$ cat config.mk
export PLATFORM = sky130hd
export DESIGN_NAME = packet_transmitter
export DESIGN_NICKNAME = d
export VERILOG_FILES = /design/src/rtl/packet_transmitter.sv
export SDC_FILE = /design/constraint.sdc
export NUM_CORES = 1
export LEC_CHECK = 0
export ABC_AREA = 1
export CORE_MARGIN = 8
export CORE_UTILIZATION = 60
export DETAILED_ROUTE_END_ITERATION = 8
export PLACE_DENSITY = 0.8
export SYNTH_ARGS = -nofsm -noshare
export SYNTH_HDL_FRONTEND = slang
export SYNTH_SLANG_ARGS = --single-unit
$ cat constraint.sdc
create_clock -name clk -period 10.3 [get_ports clk]
set_input_delay 2.06 -clock clk [delete_from_list [all_inputs] [get_ports clk]]
set_output_delay 2.06 -clock clk [all_outputs]
set_load 0.05 [all_outputs]
$ cat src/rtl/packet_transmitter.sv
// RMII transmit framer: preamble/SFD, MAC header, payload, zero pad and CRC-32 FCS,
// one dibit per 50 MHz clock, followed by the inter-packet gap.
module packet_transmitter #(
    parameter int          MII_WIDTH   = 2,
    parameter logic [47:0] SRC_MAC     = 48'he86a64e7e830,
    parameter logic [47:0] DEST_MAC    = 48'hffffffffffff,
    parameter int          MIN_PAYLOAD = 46,
    parameter int          MAX_PAYLOAD = 1500,
    parameter int          IFG_BYTES   = 12
) (
    input  logic                 clk,
    input  logic                 rst,
    input  logic                 start,
    input  logic [15:0]          length,
    output logic                 busy,
    input  logic [31:0]          data,
    input  logic                 data_valid,
    output logic                 data_ready,
    output logic                 underrun,
    output logic [MII_WIDTH-1:0] txd,
    output logic                 tx_en
);
    localparam logic [15:0] MIN_LEN  = 16'(MIN_PAYLOAD);
    localparam logic [15:0] MAX_LEN  = 16'(MAX_PAYLOAD);
    localparam logic [15:0] IFG_LAST = 16'(IFG_BYTES - 1);
    localparam logic [31:0] POLY     = 32'hEDB88320;

    typedef enum logic [2:0] {
        S_IDLE, S_PREAMBLE, S_HEADER, S_PAYLOAD, S_PAD, S_FCS, S_IFG
    } state_t;

    state_t                state_q, state_d, state_after;
    logic [15:0]           byte_q, len_q, words_q, words_d, byte_last;
    logic [1:0]            dib_q, dibit;
    logic [31:0]           crc_q, sh_q, hold_q, eff_sh;
    logic [4:0]            sh_dib_q;
    logic                  hold_vld_q, hold_vld_d;
    logic                  busy_q, data_ready_q, data_ready_d, underrun_q, tx_en_q;
    logic [MII_WIDTH-1:0]  txd_q;
    logic                  accept, xfer, need_load, urun, byte_end;
    logic [111:0]          hdr_vec;
    logic [6:0]            hdr_shamt;
    logic [7:0]            hdr_byte;

    function automatic logic [31:0] crc_dibit(input logic [31:0] c, input logic [1:0] d);
        logic [31:0] r;
        r = c;
        for (int i = 0; i < 2; i++)
            r = (r[0] ^ d[i]) ? ((r >> 1) ^ POLY) : (r >> 1);
        return r;
    endfunction

    always_comb begin
        accept    = (state_q == S_IDLE) && !busy_q && start && (length <= MAX_LEN);
        xfer      = data_valid && data_ready_q;
        need_load = (state_q == S_PAYLOAD) && (sh_dib_q == 5'd0);
        // A word arriving on the very boundary that needs it is used directly.
        urun      = need_load && !hold_vld_q && !xfer;
        eff_sh    = !need_load ? sh_q : (hold_vld_q ? hold_q : data);

        hdr_vec   = {DEST_MAC, SRC_MAC, len_q};
        hdr_shamt = 7'd104 - {byte_q[3:0], 3'b000};
        hdr_byte  = 8'(hdr_vec >> hdr_shamt);

        dibit = 2'b00;
        case (state_q)
            S_PREAMBLE: dibit = (byte_q == 16'd7 && dib_q == 2'd3) ? 2'b11 : 2'b01;
            S_HEADER:   dibit = 2'(hdr_byte >> {dib_q, 1'b0});
            S_PAYLOAD:  dibit = eff_sh[1:0];
            S_FCS:      dibit = ~crc_q[1:0];
            default:    dibit = 2'b00;
        endcase

        byte_last = 16'd0;
        case (state_q)
            S_PREAMBLE: byte_last = 16'd7;
            S_HEADER:   byte_last = 16'd13;
            S_PAYLOAD:  byte_last = len_q - 16'd1;
            S_PAD:      byte_last = MIN_LEN - len_q - 16'd1;
            S_FCS:      byte_last = 16'd3;
            S_IFG:      byte_last = IFG_LAST;
            default:    byte_last = 16'd0;
        endcase
        byte_end = (dib_q == 2'd3) && (byte_q == byte_last);

        state_after = S_IDLE;
        case (state_q)
            S_PREAMBLE: state_after = S_HEADER;
            S_HEADER:   state_after = (len_q != 16'd0) ? S_PAYLOAD :
                                      ((len_q < MIN_LEN) ? S_PAD : S_FCS);
            S_PAYLOAD:  state_after = (len_q < MIN_LEN) ? S_PAD : S_FCS;
            S_PAD:      state_after = S_FCS;
            S_FCS:      state_after = S_IFG;
            default:    state_after = S_IDLE;
        endcase

        state_d = state_q;
        if (state_q == S_IDLE) begin
            if (accept) state_d = S_PREAMBLE;
        end else if (urun) begin
            state_d = S_IFG;
        end else if (byte_end) begin
            state_d = state_after;
        end

        hold_vld_d = hold_vld_q;
        if (need_load && hold_vld_q) hold_vld_d = 1'b0;
        else if (xfer && !need_load)  hold_vld_d = 1'b1;
        words_d      = words_q - {15'd0, xfer};
        data_ready_d = (state_d == S_HEADER || state_d == S_PAYLOAD) &&
                       !hold_vld_d && (words_d != 16'd0);
    end

    always_ff @(posedge clk or posedge rst) begin
        if (rst) begin
            state_q      <= S_IDLE;
            byte_q       <= '0;
            dib_q        <= '0;
            len_q        <= '0;
            words_q      <= '0;
            crc_q        <= '1;
            sh_q         <= '0;
            sh_dib_q     <= '0;
            hold_q       <= '0;
            hold_vld_q   <= 1'b0;
            busy_q       <= 1'b0;
            data_ready_q <= 1'b0;
            underrun_q   <= 1'b0;
            tx_en_q      <= 1'b0;
            txd_q        <= '0;
        end else begin
            state_q      <= state_d;
            data_ready_q <= data_ready_d;
            underrun_q   <= urun;
            if (state_q == S_IDLE) begin
                busy_q  <= accept;
                tx_en_q <= 1'b0;
                txd_q   <= '0;
                if (accept) begin
                    byte_q     <= '0;
                    dib_q      <= '0;
                    len_q      <= length;
                    words_q    <= (length + 16'd3) >> 2;
                    crc_q      <= '1;
                    sh_dib_q   <= '0;
                    hold_vld_q <= 1'b0;
                end
            end else begin
                busy_q     <= 1'b1;
                hold_vld_q <= hold_vld_d;
                words_q    <= words_d;
                if (xfer && !need_load) hold_q <= data;
                if (urun) begin
                    tx_en_q <= 1'b0;
                    txd_q   <= '0;
                    byte_q  <= '0;
                    dib_q   <= '0;
                end else begin
                    // Outputs carry the dibit of the position just processed.
                    tx_en_q <= (state_q != S_IFG);
                    txd_q   <= dibit;
                    dib_q   <= dib_q + 2'd1;
                    if (dib_q == 2'd3) byte_q <= byte_end ? 16'd0 : byte_q + 16'd1;
                    if (state_q == S_HEADER || state_q == S_PAYLOAD || state_q == S_PAD)
                        crc_q <= crc_dibit(crc_q, dibit);
                    else if (state_q == S_FCS)
                        crc_q <= crc_q >> 2;
                    if (state_q == S_PAYLOAD) begin
                        sh_q     <= eff_sh >> 2;
                        sh_dib_q <= (need_load ? 5'd16 : sh_dib_q) - 5'd1;
                    end
                end
            end
        end
    end

    assign busy       = busy_q;
    assign data_ready = data_ready_q;
    assign underrun   = underrun_q;
    assign txd        = txd_q;
    assign tx_en      = tx_en_q;
endmodule
==> results.ini <==
[run_status]
outcome = complete, no violations

[sta]
slew_headroom_pct = 21.20
fin_crit_sh_pct = 45.07
fin_skew_ns = 0.008798
finalSetupTns_ns = 0
rsz0062_at_grt = false
setup_viol = 0
fmax_ghz = 0.2154
final_max_slew_viol_count = 0
period_minus_slack_ns = 4.643
hold_violations = 0
setup_ws_ns = 5.657
tightest_slew_ns = 1.179

[clocking]
numCtsBuffers = 17
hold_buffers = 0
path_clk_slew_ns = 0.07
tritoncts_num_sinks = 159
cts.path.max_buffers = 2
cts_setup_buffers = 0
htreeDepth = 4
cts_tree = built
postCtsResizedCells = 0
root_buffer = clkbuf_16
clk_latency_ns = 0.43

[cells_and_area]
layout_common_cells = nand2_1, inv_1, dfrtp_1
final_common_cell = nand2_1
fin_nets = 1387
final_util_pct = 68.32
synthToLayoutAreaGrowth_pct = 12.60
drive_gt1_share_pct = 9.880
antennaDiodeCount = 0

[logic_synthesis]
synthesis.area_um2 = 9533
synth_edf_count = 0
synth_cell_types = 47
ys_warn_count = 0
synth.ff_latch_count = 159
syn_area_per_cell_um2 = 7.401
synthFlopType = dfrtp_1
ys_seq_area_share_pct = 42.16
syn_inst = 1288
ys_async_sr_fraction_pct = 100.0
syn_nets = 1352

[floorplan]
boundaryPins = 58
die-area_um2 = 20180
start_util_pct = 60.67
core_area_um2 = 15710
rows = 46
die_h_um = 142.1
die_w_um = 142.1

[global_routing]
grt_usage_pct = 24.64
antenna_found_initial = 0
grt_pass1_wl_um = 40500
grt_max_degree = 89
grt_overflow_total = 0
grt_pass1_vias = 8412

[worst_setup_path]
worst_ep_arrival_time_ns = 4.98
critical_path_class = input pin to flop
worstRegToRegCells = 11
r2r-start = state_q[0]
endpoint_kind = flop
crit_slowest_cell = inv_1
r2r_setup_slack_ns = 6.57
start_kind = input pin
cp_slowest_stage_delay_ns = 0.65
path_cells = clkdlybuf4s50_1 -> inv_1 -> nor4_1 -> nand3_1 -> a21oi_1 -> nand2_2 -> nand2_4 -> nand3_2 -> inv_1 -> o21ai_0 -> o21ai_0
cp_max_fo = 29
required_ns = 10.64
r2r-end = crc_q[13]

[place]
io_buffers = 57
pre_cts_ws_ns = 5.208
place.gp.congestion = 0.9664
dp.final_hpwl_um = 16540

[detailed_routing]
wire_per_inst_um = 15.22
vias_per_cell = 5.544
vias = 8605
dr.pass1.iters = 8
drc = 0
first_iter_violations = 696
ant_nets = 0
postRouteWirelength_um = 23620

[pwr]
p_sw_mw = 0.3016
p_sw_share_pct = 23.69
comb_power_share_pct = 3.5
power_mw = 1.273
vdd_drop_max_uv = 124.7
internal_power_mw = 0.9713
powerDensity_nw_per_um2 = 118.6
p_leak_nw = 5.261
power.share.sequential_pct = 49.2
power.share.clock_pct = 47.3

[worst_hold_path]
hp-class = flop to flop
hold_end = crc_q[1]
min_from = crc_q[3]
hold_depth = 2

[run]
cap_violations = 0

cells by family (layout without fill, tap and decap cells):
family / Yosys count / after routing / synth area share (%)
AOI/OAI and AO/OA: 183 / 183 / 11.47
muxes: 11 / 11 / 1.299
DFF: 159 / 159 / 42.16
buffers and inverters: 214 / 262 / 9.240
xor gates and xnor gates: 25 / 25 / 2.297
and+or+nand+nor: 684 / 684 / 31.96
adders and majority gates: 12 / 12 / 1.575
worst max-delay path, delay by kind of cell:
kind            cells  cell delay (ns)
simple gates        5             1.30
buf+inv             3             1.14
compound gates      3             0.49
power groups by stage:
| stage | combinational [mW] | clock (mW) | sequential, mW |
|---|---|---|---|
| finish | 0.0446 | 0.603 | 0.626 |
| detailed placement | 0.0452 | 0 | 0.637 |
| global route | 0.0502 | 0.634 | 0.625 |
| floorplan | 0.0170 | 0 | 0.637 |
| CTS | 0.0457 | 0.611 | 0.626 |
| global placement | 0.0449 | 0 | 0.637 |
cells in the mapped netlist (12+ instances only):
cell type / count / area (µm²)
nor3_1: 13 / 65.06
a41oi_1: 26 / 227.7
nor2_1: 120 / 450.4
o22ai_1: 14 / 87.58
nand3_1: 126 / 630.6
o21ai_0: 94 / 470.5
nand2_2: 12 / 75.07
inv_1: 161 / 604.3
clkbuf_1: 24 / 90.09
nand4_1: 17 / 106.4
a21oi_1: 23 / 115.1
dfrtp_1: 127 / 3178
xor2_1: 20 / 175.2
ha_1: 12 / 150.1
dfstp_2: 32 / 840.8
nand2_1: 356 / 1336
through the flow:
step	cells	hold WS (ns)	instance area (µm²)
floorplan	1288	0.4492	9533
global placement	1520	0.4672	10170
detailed placement	1520	0.4724	10170
CTS	1552	0.4808	10730
global route	1552	0.5061	10730
finish	1552	0.4793	10730
sequential cells by signal, summed over array words and instances, names as in the netlist, 3 cells and up:
name and cells:
crc_q 32, hold_q 32, sh_q 30, byte_q 16, len_q 16, words_q 16
sh_dib_q 5, state_q 3
how the worst max path moves through the flow:
stage | startpoint | endpoint | slack [ns] | cells past startpoint
after floorplan | rst | busy | 4.00 | 1
after global placement | start | crc_q[2] | 5.36 | 11
after detailed placement | start | crc_q[17] | 5.21 | 11
after CTS | start | crc_q[17] | 5.65 | 11
after global routing | start | crc_q[13] | 5.31 | 11
final | start | crc_q[13] | 5.66 | 11
layer usage:
| metal | track usage [%] | vias up | wire length, µm |
|---|---|---|---|
| met5 | 0 | - | 0 |
| met4 | 10.29 | 0 | 640 |
| met3 | 4.596 | 49 | 1249 |
| met2 | 40.15 | 246 | 11330 |
| met1 | 31.63 | 4056 | 10400 |
| li1 | - | 4254 | - |
layout make-up:
cell class                 count  area (µm²)
multi-input combinational    915        4648
tap                          216       270.3
clock buffer                  19       452.9
clock inverter                13       106.4
sequential                   159        4019
timing repair buffer          59       585.6
fill                        1350        4979
inverter                     171       651.9
(Power assumes the default switching activity.)
